==> src/rtl/cpu_sram_bridge.sv <==
// cpu_sram_bridge: byte-wide CPU bus to 16-bit async SRAM with wait states and a one-word read buffer.
module cpu_sram_bridge #(
    parameter int WAIT_STATES = 1,
    parameter int ADDR_W      = 20
) (
    input  logic              clock,
    input  logic              reset,
    input  logic              cpu_req,
    input  logic [ADDR_W-1:0] cpu_address,
    input  logic              cpu_we,
    input  logic [7:0]        cpu_o_data,
    output logic [7:0]        cpu_i_data,
    output logic              cpu_ready,
    input  logic              flush,
    output logic [ADDR_W-2:0] sram_addr,
    input  logic [15:0]       sram_dq_in,
    output logic [15:0]       sram_dq_out,
    output logic              sram_dq_oe,
    output logic              sram_oe_n,
    output logic              sram_we_n,
    output logic              sram_ub_n,
    output logic              sram_lb_n
);
    typedef enum logic [1:0] {IDLE, RD, WR, DONE} state_t;

    localparam logic [2:0] WS = 3'(WAIT_STATES);

    state_t            state, state_nx;
    logic [ADDR_W-1:0] addr_r;
    logic [7:0]        data_r;
    logic [2:0]        cnt;
    logic [15:0]       buf_data;
    logic [ADDR_W-2:0] buf_tag;
    logic              buf_valid;
    logic [7:0]        rdata;
    logic              hit;
    logic              tag_match;

    // a flush in the same cycle as the hit check forces a miss
    assign hit       = cpu_req && !cpu_we && buf_valid && !flush && buf_tag == cpu_address[ADDR_W-1:1];
    assign tag_match = buf_valid && buf_tag == addr_r[ADDR_W-1:1];

    always_ff @(posedge clock or posedge reset) begin
        if (reset) state <= IDLE;
        else       state <= state_nx;
    end

    // strobes decode straight from state so reset releases the bus immediately
    always_comb begin
        state_nx    = state;
        cpu_ready   = 1'b0;
        sram_oe_n   = 1'b1;
        sram_we_n   = 1'b1;
        sram_ub_n   = 1'b1;
        sram_lb_n   = 1'b1;
        sram_dq_oe  = 1'b0;
        sram_dq_out = 16'h0000;
        unique case (state)
            IDLE: state_nx = !cpu_req ? IDLE : cpu_we ? WR : hit ? DONE : RD;
            RD: begin
                state_nx  = (cnt == 3'd0) ? DONE : RD;
                sram_oe_n = 1'b0;
                sram_ub_n = 1'b0;
                sram_lb_n = 1'b0;
            end
            WR: begin
                state_nx    = (cnt == 3'd0) ? DONE : WR;
                sram_we_n   = 1'b0;
                sram_ub_n   = !addr_r[0];
                sram_lb_n   = addr_r[0];
                sram_dq_oe  = 1'b1;
                sram_dq_out = {data_r, data_r};
            end
            default: begin
                state_nx  = IDLE;
                cpu_ready = 1'b1;
            end
        endcase
    end

    always_ff @(posedge clock or posedge reset) begin
        if (reset) begin
            addr_r    <= '0;
            data_r    <= 8'h00;
            cnt       <= 3'd0;
            buf_data  <= 16'h0000;
            buf_tag   <= '0;
            buf_valid <= 1'b0;
            rdata     <= 8'h00;
        end else begin
            if (state == IDLE && cpu_req) begin
                addr_r <= cpu_address;
                data_r <= cpu_o_data;
                cnt    <= WS;
                if (hit) rdata <= cpu_address[0] ? buf_data[15:8] : buf_data[7:0];
            end else if ((state == RD || state == WR) && cnt != 3'd0) begin
                cnt <= cnt - 3'd1;
            end
            if (state == RD && cnt == 3'd0) begin
                buf_data  <= sram_dq_in;
                buf_tag   <= addr_r[ADDR_W-1:1];
                buf_valid <= 1'b1;
                rdata     <= addr_r[0] ? sram_dq_in[15:8] : sram_dq_in[7:0];
            end
            if (state == WR && cnt == 3'd0 && tag_match) begin
                if (addr_r[0]) buf_data[15:8] <= data_r;
                else           buf_data[7:0]  <= data_r;
            end
            if (flush) buf_valid <= 1'b0;
        end
    end

    assign sram_addr  = addr_r[ADDR_W-1:1];
    assign cpu_i_data = rdata;
endmodule

==> config.mk <==
export PLATFORM = sky130hd
export DESIGN_NAME = cpu_sram_bridge
export DESIGN_NICKNAME = d
export VERILOG_FILES = /design/src/rtl/cpu_sram_bridge.sv
export SDC_FILE = /design/constraint.sdc
export NUM_CORES = 1
export LEC_CHECK = 0
export BUFFER_PORTS_ARGS = -buffer_cell sky130_fd_sc_hd__buf_2
export CELL_PAD_IN_SITES_DETAIL_PLACEMENT = 0
export CELL_PAD_IN_SITES_GLOBAL_PLACEMENT = 1
export CORE_MARGIN = 2
export CORE_UTILIZATION = 45
export CTS_BUF_LIST = sky130_fd_sc_hd__clkbuf_8
export DETAILED_ROUTE_END_ITERATION = 8
export GPL_TIMING_DRIVEN = 0
export HOLD_SLACK_MARGIN = 0.02
export PLACE_DENSITY = 0.89
export REMOVE_ABC_BUFFERS = 1
export SETUP_SLACK_MARGIN = 0.05
export SYNTH_ARGS = -nofsm -noshare
export SYNTH_HDL_FRONTEND = slang
export SYNTH_SLANG_ARGS = --single-unit
export TNS_END_PERCENT = 100
==> constraint.sdc <==
create_clock -name clock -period 4 [get_ports clock]
set_input_delay 0.8 -clock clock [delete_from_list [all_inputs] [get_ports clock]]
set_output_delay 0.8 -clock clock [all_outputs]
set_load 0.05 [all_outputs]
---- Word level (Yosys, flattened, before mapping) ----
Cells that the tools add are included.
word-level totals
  word-level logic and storage cells ...... 62
  bits in latches ......................... 0
  memory bits (read-only) ................. 0
  RAM bits ................................ 0
  input port bits ......................... 49
  bits in registers ....................... 77
  memories kept ........................... 0
cells by class
  div/mod/pow operators ................... 0
  bitwise logic cells ..................... 0
  $lt $le $gt $ge ......................... 0
  equality and inequality tests ........... 4
  multiply operators ...................... 0
  muxes and demuxes ....................... 26
  shifts and indexed selects .............. 0
  add/sub/neg operators ................... 1
  reductions and logical operators ........ 23
operators by type and width
  kind                   number
  $mux W8                7
  $mux W16               3
  $eq A19 B19 Y1         2
  $logic_and A1 B1 Y1    10
  $mux W2                4
  $reduce_bool A2 Y1     4
  $mux W1                7
  $mux W3                2
  $pmux W2 S3            1
  $pmux W1 S2            2
  $logic_not A1 Y1       3
  $logic_not A3 Y1       1
  $reduce_bool A3 Y1     1
  $reduce_or A3 Y1       1
  $sub A3 B1 Y3 const B  1
  $eq A2 B1 Y1 const B   1
  $eq A2 B2 Y1 const B   1
  $logic_not A2 Y1       1
  $reduce_and A2 Y1      1
  $logic_or A1 B1 Y1     1

---- Depth between registers and ports, before layout ----
Gate-level depths: netlist of the first run.
  depth in word-level cells ............... 9
  gate-level depth with buffers ........... 8

---- Worst setup path after synthesis of the first run ----
No wires, ideal clock.
  path kind ............................... register to output
  start point ............................. reg state[0]
  end point ............................... out sram_dq_out[10]
  required time ........................... 3200 ps
  stages on the path, launching flop included .. 6
  buffers on the path ..................... 2
  arrival time ............................ 2038 ps
  path slack .............................. 1162 ps
  cell sequence ........................... dfrtp_1 -> inv_1 -> ha_1 -> clkbuf_1 -> and2_1 -> buf_4
on the way
  cells in the longest elaborated chain, start to end .. 2
RTL lines
  element                   line  source
  start: declaration        28    state_t state, state_nx;
  start signal: assignment  45    else state <= state_nx;
  $eq A2 B2 Y1              58    unique case (state)
  $mux W16                  58
  end: declaration          17    output logic [15:0] sram_dq_out,
Every way passes these cells.

---- Final worst setup path of the first run ----
  start point ............................. reg state[0]
  end point ............................... reg buf_data[4]
on the way
  cells in the longest elaborated chain, start to end .. 5
RTL lines
  element                 line  source
  $eq A2 B1 Y1            99    if (state == RD && cnt == 3'd0) begin
  $logic_and A1 B1 Y1     99
  $mux W16                99
  $mux W8                 106   if (addr_r[0]) buf_data[15:8] <= data_r;
  $mux W16 (*)            105   if (state == WR && cnt == 3'd0 && tag_match) begin
  end signal: assignment  100   buf_data <= sram_dq_in;
  end signal: assignment  107   else buf_data[7:0] <= data_r;
  end: declaration        32    logic [15:0] buf_data;
Mark *: on every way between the ends. The rest lies on a longest branch, timed or not.
A chain may end at the register's enable or synchronous reset.

==> out/metrics.yaml, run 1 <==
clocking:
  hold_buffers: 0
  cts_tree: "yes"
  post-cts-setup-buffers: 0
  cts_max_path_buffers: 2
  insertion_delay_ns: 0.35
  cts_buffers: 9
  clk_pin_slew_ns: 0.09
  postCtsResizedCells: 0
  cts-root-buf: "clkbuf_8"
  cts.sinks: 77
  cts_max_level: 3
cells_and_area:
  finish.instance_area_sq_um: 4760
  areaGrowthSynthToFinish_pct: 14.5
  fin_cells: 526
  layout-drive-gt1-share_pct: 48.4
  nNetsFinal: 465
  antenna_cells: 0
floorplan:
  start_util_pct: 45.6
  die_y_microns: 100
  die_area_sq_um: 10000
  die_w_microns: 100
  row_count: 35
  io_pins: 98
  core_area_sq_um: 9110
synth:
  netlist_instances: 340
  synth_most_common_cell: "mux2_2"
  syn-cell-area_sq_um: 4150
  synth_largest_area_cell: "dfrtp_1"
  synth_top_cell_area_share_pct: 46.4
  synth_area_leaders: "dfrtp_1 46%, mux2_2 21%, xor2_1 5.9%, buf_4 4.9%, mux2i_1 3.9%"
  synth_edf_count: 0
  synthArstFlopShare_pct: 100
  synth.distinct_cells: 31
  ys_ff_latch: 77
  avgSynthCellArea_sq_um: 12.2
  yosysWarnings: 0
  synth_ff_type: "dfrtp_1"
  yosys-top-cells-count: "79 x mux2_2, 77 x dfrtp_1, 28 x xor2_1"
  ys_seq_area_share_pct: 46.4
route:
  drc: 0
  postRouteAntennaNets: 0
  drt_first_pass_iters: 4
  routed_wl_microns: 8600
  via_count: 2749
  drt-initial-drc-count: 90
  routed_via_density: 5.23
  wl_per_cell_microns: 16.3
sta:
  fin_skew_ns: 0.0144
  fin_crit_ns: 2.94
  drv_slew: 0
  rsz0062_at_grt: "false"
  fin_setup_tns_ns: 0
  hold_viol_final: 0
  timing.fmax_ghz: 0.340
  maxSlewHeadroom_pct: 46.3
  setup_viol: 0
  worst_slew_pin_slew_ns: 0.806
  fin_crit_sh_pct: 73.5
global_route:
  met1_usage_pct: 23.2
  track_usage_pct: 17.8
  antenna_found_initial: 0
  overflow: 0
  top_usage_layer: "met2"
  grt_use_met3_pct: 3.41
  grt_pass1_wl_microns: 13900
  grt_pass1_vias: 2833
  grt_start_max_net_pins: 40
  use_met2_pct: 30.4
power:
  peakVddDrop_v: 0.000473
  leakage_nw: 2.21
  power_density_nw_per_um2: 902
critical_path:
  critPathKind: "reg -> reg"
  critPathLaunchType: "flop"
  cp.required_ns: 4.22
  worstPathArrival_ns: 3.17
  end_kind: "flop"
  worstPathMaxFanout: 16
run_status:
  status: "finished clean"
place:
  gp_congestion: 0.785
  dp_hpwl_microns: 6120
  dp_cells: 510
  io_buffer_count: 97
  place_area_sq_um: 4570
flow_run:
  drv_cap: 0
worst_hold_path:
  hp-class: "in -> async"
placed cells by master, fill, tap and decap left out, drive strengths merged:
master,Yosys,layout
buf,31,99
mux2,79,79
dfrtp,77,77
xor2,28,28
mux2i,16,16
nor4,15,15
nor2,14,14
xnor2,11,11
clkbuf,9,10
nand2,9,9
inv,9,9
and2,9,9
a311o,8,8
ha,6,6
a21oi,4,4
clkinvlp,0,3
clkinv,0,3
nand3,2,2
a211oi,2,2
nor4b,2,2
nand4,2,2
nor3,2,2
or3,1,1
or4,1,1
a221oi,1,1
nor2b,1,1
o21ai,1,1
final cells by class:
type	count	area, sq um
fill	826	4350
clock buffer	10	138
multi-input combinational	214	1940
timing repair buffer	99	526
inverter	9	36.3
clock inverter	6	48.8
sequential	77	1930
tap	111	139
routing by layer:
metal | vias to the layer above | share of wire (%)
met3 | 12 | 4.2
met2 | 64 | 49
met1 | 1360 | 46
li1 | 1313 | -
met5 | - | 0
met4 | 0 | 1.3
final timing paths:
| path | from | to | slack (ns) | cells past startpoint |
|---|---|---|---|---|
| max in group asynchronous | reset | buf_data[3] | 2.92 | 3 |
| min | reset | addr_r[6] | 0.48 | 2 |
| min reg2reg | cpu_i_data[2] | cpu_i_data[2] | 0.52 | 1 |
| max reg2reg | state[0] | buf_data[4] | 1.06 | 6 |
| max | state[0] | buf_data[4] | 1.06 | 6 |
| min in group clock | cpu_i_data[2] | cpu_i_data[2] | 0.52 | 1 |
stage by stage:
stage	hold slack, ns	setup slack (ns)	total power, mW	util, %
3_5_place_dp	0.510	1.05	3.79	50.2
6_report	0.477	1.06	4.29	52.2
3_3_place_gp	0.505	0.214	3.71	49.7
5_1_grt	0.515	0.828	4.56	52.2
2_1_floorplan	0.476	1.17	3.25	-
4_1_cts	0.488	1.03	4.35	52.2
flip-flops by register name (all words and copies together) (netlist names):
register and flops:
addr_r 20, state 2, data_r 8, buf_data 16, buf_valid 1, buf_tag 19, cpu_i_data 8, cnt 3
worst max-delay path, stage by stage, from the launching register on:
cell and delay (ns):
dfrtp_1 0.41, inv_1 0.09, ha_1 0.56, nand4_1 0.31
or4_1 0.62, nor3_4 0.43, mux2_2 0.40
power breakdown:
part | total, mW | switching (mW) | leakage [nW] | internal (mW)
sequential | 1.52 | 0.356 | 0.921 | 1.17
combinational | 2.22 | 1.36 | 1.20 | 0.856
clock | 0.549 | 0.304 | 0.0847 | 0.245
total | 4.29 | 2.02 | 2.21 | 2.27
cells by family (layout without fill, tap and decap cells):
logic type      after synthesis  after routing  share of synthesized area [%]
buf+inv                      49            124                           6.90
xor+xnor                     39             39                           8.22
mux                          95             95                           25.3
simple gates                 58             58                           8.31
flops                        77             77                           46.4
fa+ha+maj                     6              6                           1.81
compound gates               16             16                           3.10
No activity file was read; power rests on OpenSTA's default activity.
==> run 2: changes to the inputs <==
CORE_UTILIZATION = 44   (was 45)
PLACE_DENSITY = 0.87   (was 0.89)
clock period = 2.9 ns   (was 4 ns; I/O delays follow)
==> out/metrics.yaml, run 2 (synthesis results as in run 1) <==
critical_path:
  critPathLaunchType: "flop"
  setup.worst_path.start: "state[0]"
  crit_chain: "inv_1 > ha_2 > nand4_1 > or4_1 > nor3_4 > mux2_2"
  path_buf_inv: 1
  end_kind: "flop"
  critPathKind: "reg -> reg"
  reg2reg_setup_slack_ns: 0.29
  worstPathMaxFanout: 16
  cp.required_ns: 3.12
  worstPathArrival_ns: 2.83
  r2r-start: "state[0]"
  cpPeakStageDelay_ns: 0.60
  cp_slowest_cell: "or4_1"
  path_delay_family: "simple AND/OR/NAND/NOR gates"
floorplan:
  io_pins: 98
  die_w_microns: 101
  core_area_sq_um: 9200
  start_util_pct: 45.2
  die_area_sq_um: 10200
  die_y_microns: 101
  row_count: 35
place:
  io_buffer_count: 97
  gp_congestion: 0.744
  dpl_worst_slack_ns: 0.0565
  dp_hpwl_microns: 6330
clocking:
  hold_buffers: 0
  cts_buffers: 9
  cts_max_path_buffers: 2
  cts.sinks: 77
  clk_pin_slew_ns: 0.08
  cts-root-buf: "clkbuf_8"
  insertion_delay_ns: 0.35
  cts_max_level: 3
  cts_tree: "yes"
sta:
  maxSlewHeadroom_pct: 47.8
  timing.fmax_ghz: 0.383
  finalWorstSetupSlack_ns: 0.292
  whs_ns: 0.150
  fin_crit_ns: 2.61
  setup_viol: 0
  fin_crit_sh_pct: 89.9
  drv_slew: 0
  worst_slew_pin_slew_ns: 0.783
  hold_viol_final: 0
  fin_skew_ns: 0.0143
  fin_setup_tns_ns: 0
  rsz0062_at_grt: "false"
cells_and_area:
  antenna_cells: 0
  areaGrowthSynthToFinish_pct: 15.7
  largest_register: "addr_r"
  layout_commonest_cell: "buf_2"
  top_regs: "addr_r: 20 flops, buf_tag: 19 flops, buf_data: 16 flops"
  fill_cells: 842
  largest_reg_flops: 20
  nNetsFinal: 465
  layout-drive-gt1-share_pct: 48.7
  most-common-layout-cells: "97 x buf_2, 79 x mux2_2, 77 x dfrtp_1"
route:
  via_count: 2706
  routed_wl_microns: 8670
  wl_per_cell_microns: 16.5
  postRouteAntennaNets: 0
  drt_first_pass_iters: 4
  routed_via_density: 5.14
  drc: 0
  drt-initial-drc-count: 62
power:
  peakVddDrop_v: 0.000563
  leakage_nw: 2.24
  power_mw: 6.08
  power_density_nw_per_um2: 1270
global_route:
  grt_pass1_vias: 2828
  grt_start_max_net_pins: 65
  track_usage_pct: 18.1
  grt_pass1_wl_microns: 14100
  antenna_found_initial: 0
  overflow: 0
worst_hold_path:
  hp-class: "in -> async"
flow_run:
  drv_cap: 0
run_status:
  status: "finished clean"
[run 2: cell count changes in the layout (fill, tap and decap cells not counted)]
cell | previous run | this run
buf_12 | 2 | 1
clkinvlp_4 | 3 | 1
clkinv_2 | 0 | 2
buf_16 | 0 | 1
bufinv_16 | 0 | 2
clkinv_4 | 3 | 1
ha_1 | 6 | 5
ha_2 | 0 | 1
[run 2: cell type report]
cell class	instances	area, sq um	area share, %
multi-input cells	214	1950	40.5
flip-flops and latches	77	1930	40.1
repair buffers	99	533	11.1
well taps	111	139	2.89
clock buffers	10	138	2.86
clock inverters	6	86.3	1.80
inverters	9	36.3	0.755
[run 2: per-layer routing]
layer | track usage [%] | routed length, microns
met3 | 2.90 | 342
met4 | 7.28 | 139
met2 | 30.9 | 4410
met5 | 0 | 0
met1 | 23.0 | 3780
[run 2: worst paths after layout]
| check | cells past startpoint | end |
|---|---|---|
| setup / recovery | 6 | buf_data[1] |
| hold / removal | 2 | buf_tag[6] |
| setup reg to reg | 6 | buf_data[1] |
| hold reg to reg | 1 | cpu_i_data[3] |
| max in group asynchronous | 3 | addr_r[11] |
| min in group clock | 2 | buf_valid |
[run 2: power breakdown]
group | total, mW | internal [mW] | switching [mW]
clock | 0.896 | 0.507 | 0.390
combinational | 3.09 | 1.19 | 1.90
sequential | 2.10 | 1.61 | 0.488
[run 2: worst register-to-register path: cells and delay by family (launching register included)]
family / cells / cell delay (ns)
and+or+nand+nor: 3 / 1.22
DFF: 1 / 0.41
muxes: 1 / 0.39
adders and majority gates: 1 / 0.38
buffers and inverters: 1 / 0.09
[run 2: through the flow]
| stage | instances | utilization (%) | area [sq um] |
|---|---|---|---|
| 6_report | 526 | 52.3 | 4810 |
| 5_1_grt | 526 | 52.3 | 4810 |
| 4_1_cts | 526 | 52.3 | 4810 |
| 3_5_place_dp | 510 | 49.8 | 4580 |
| 3_3_place_gp | 508 | 49.2 | 4530 |
| 2_1_floorplan | 300 | - | 3900 |
[run 2: repair_timing]
item                       in CTS  in global routing
buffers inserted                0                  0
gates resized for setup         1                  0
setup endpoints to repair       3                  0
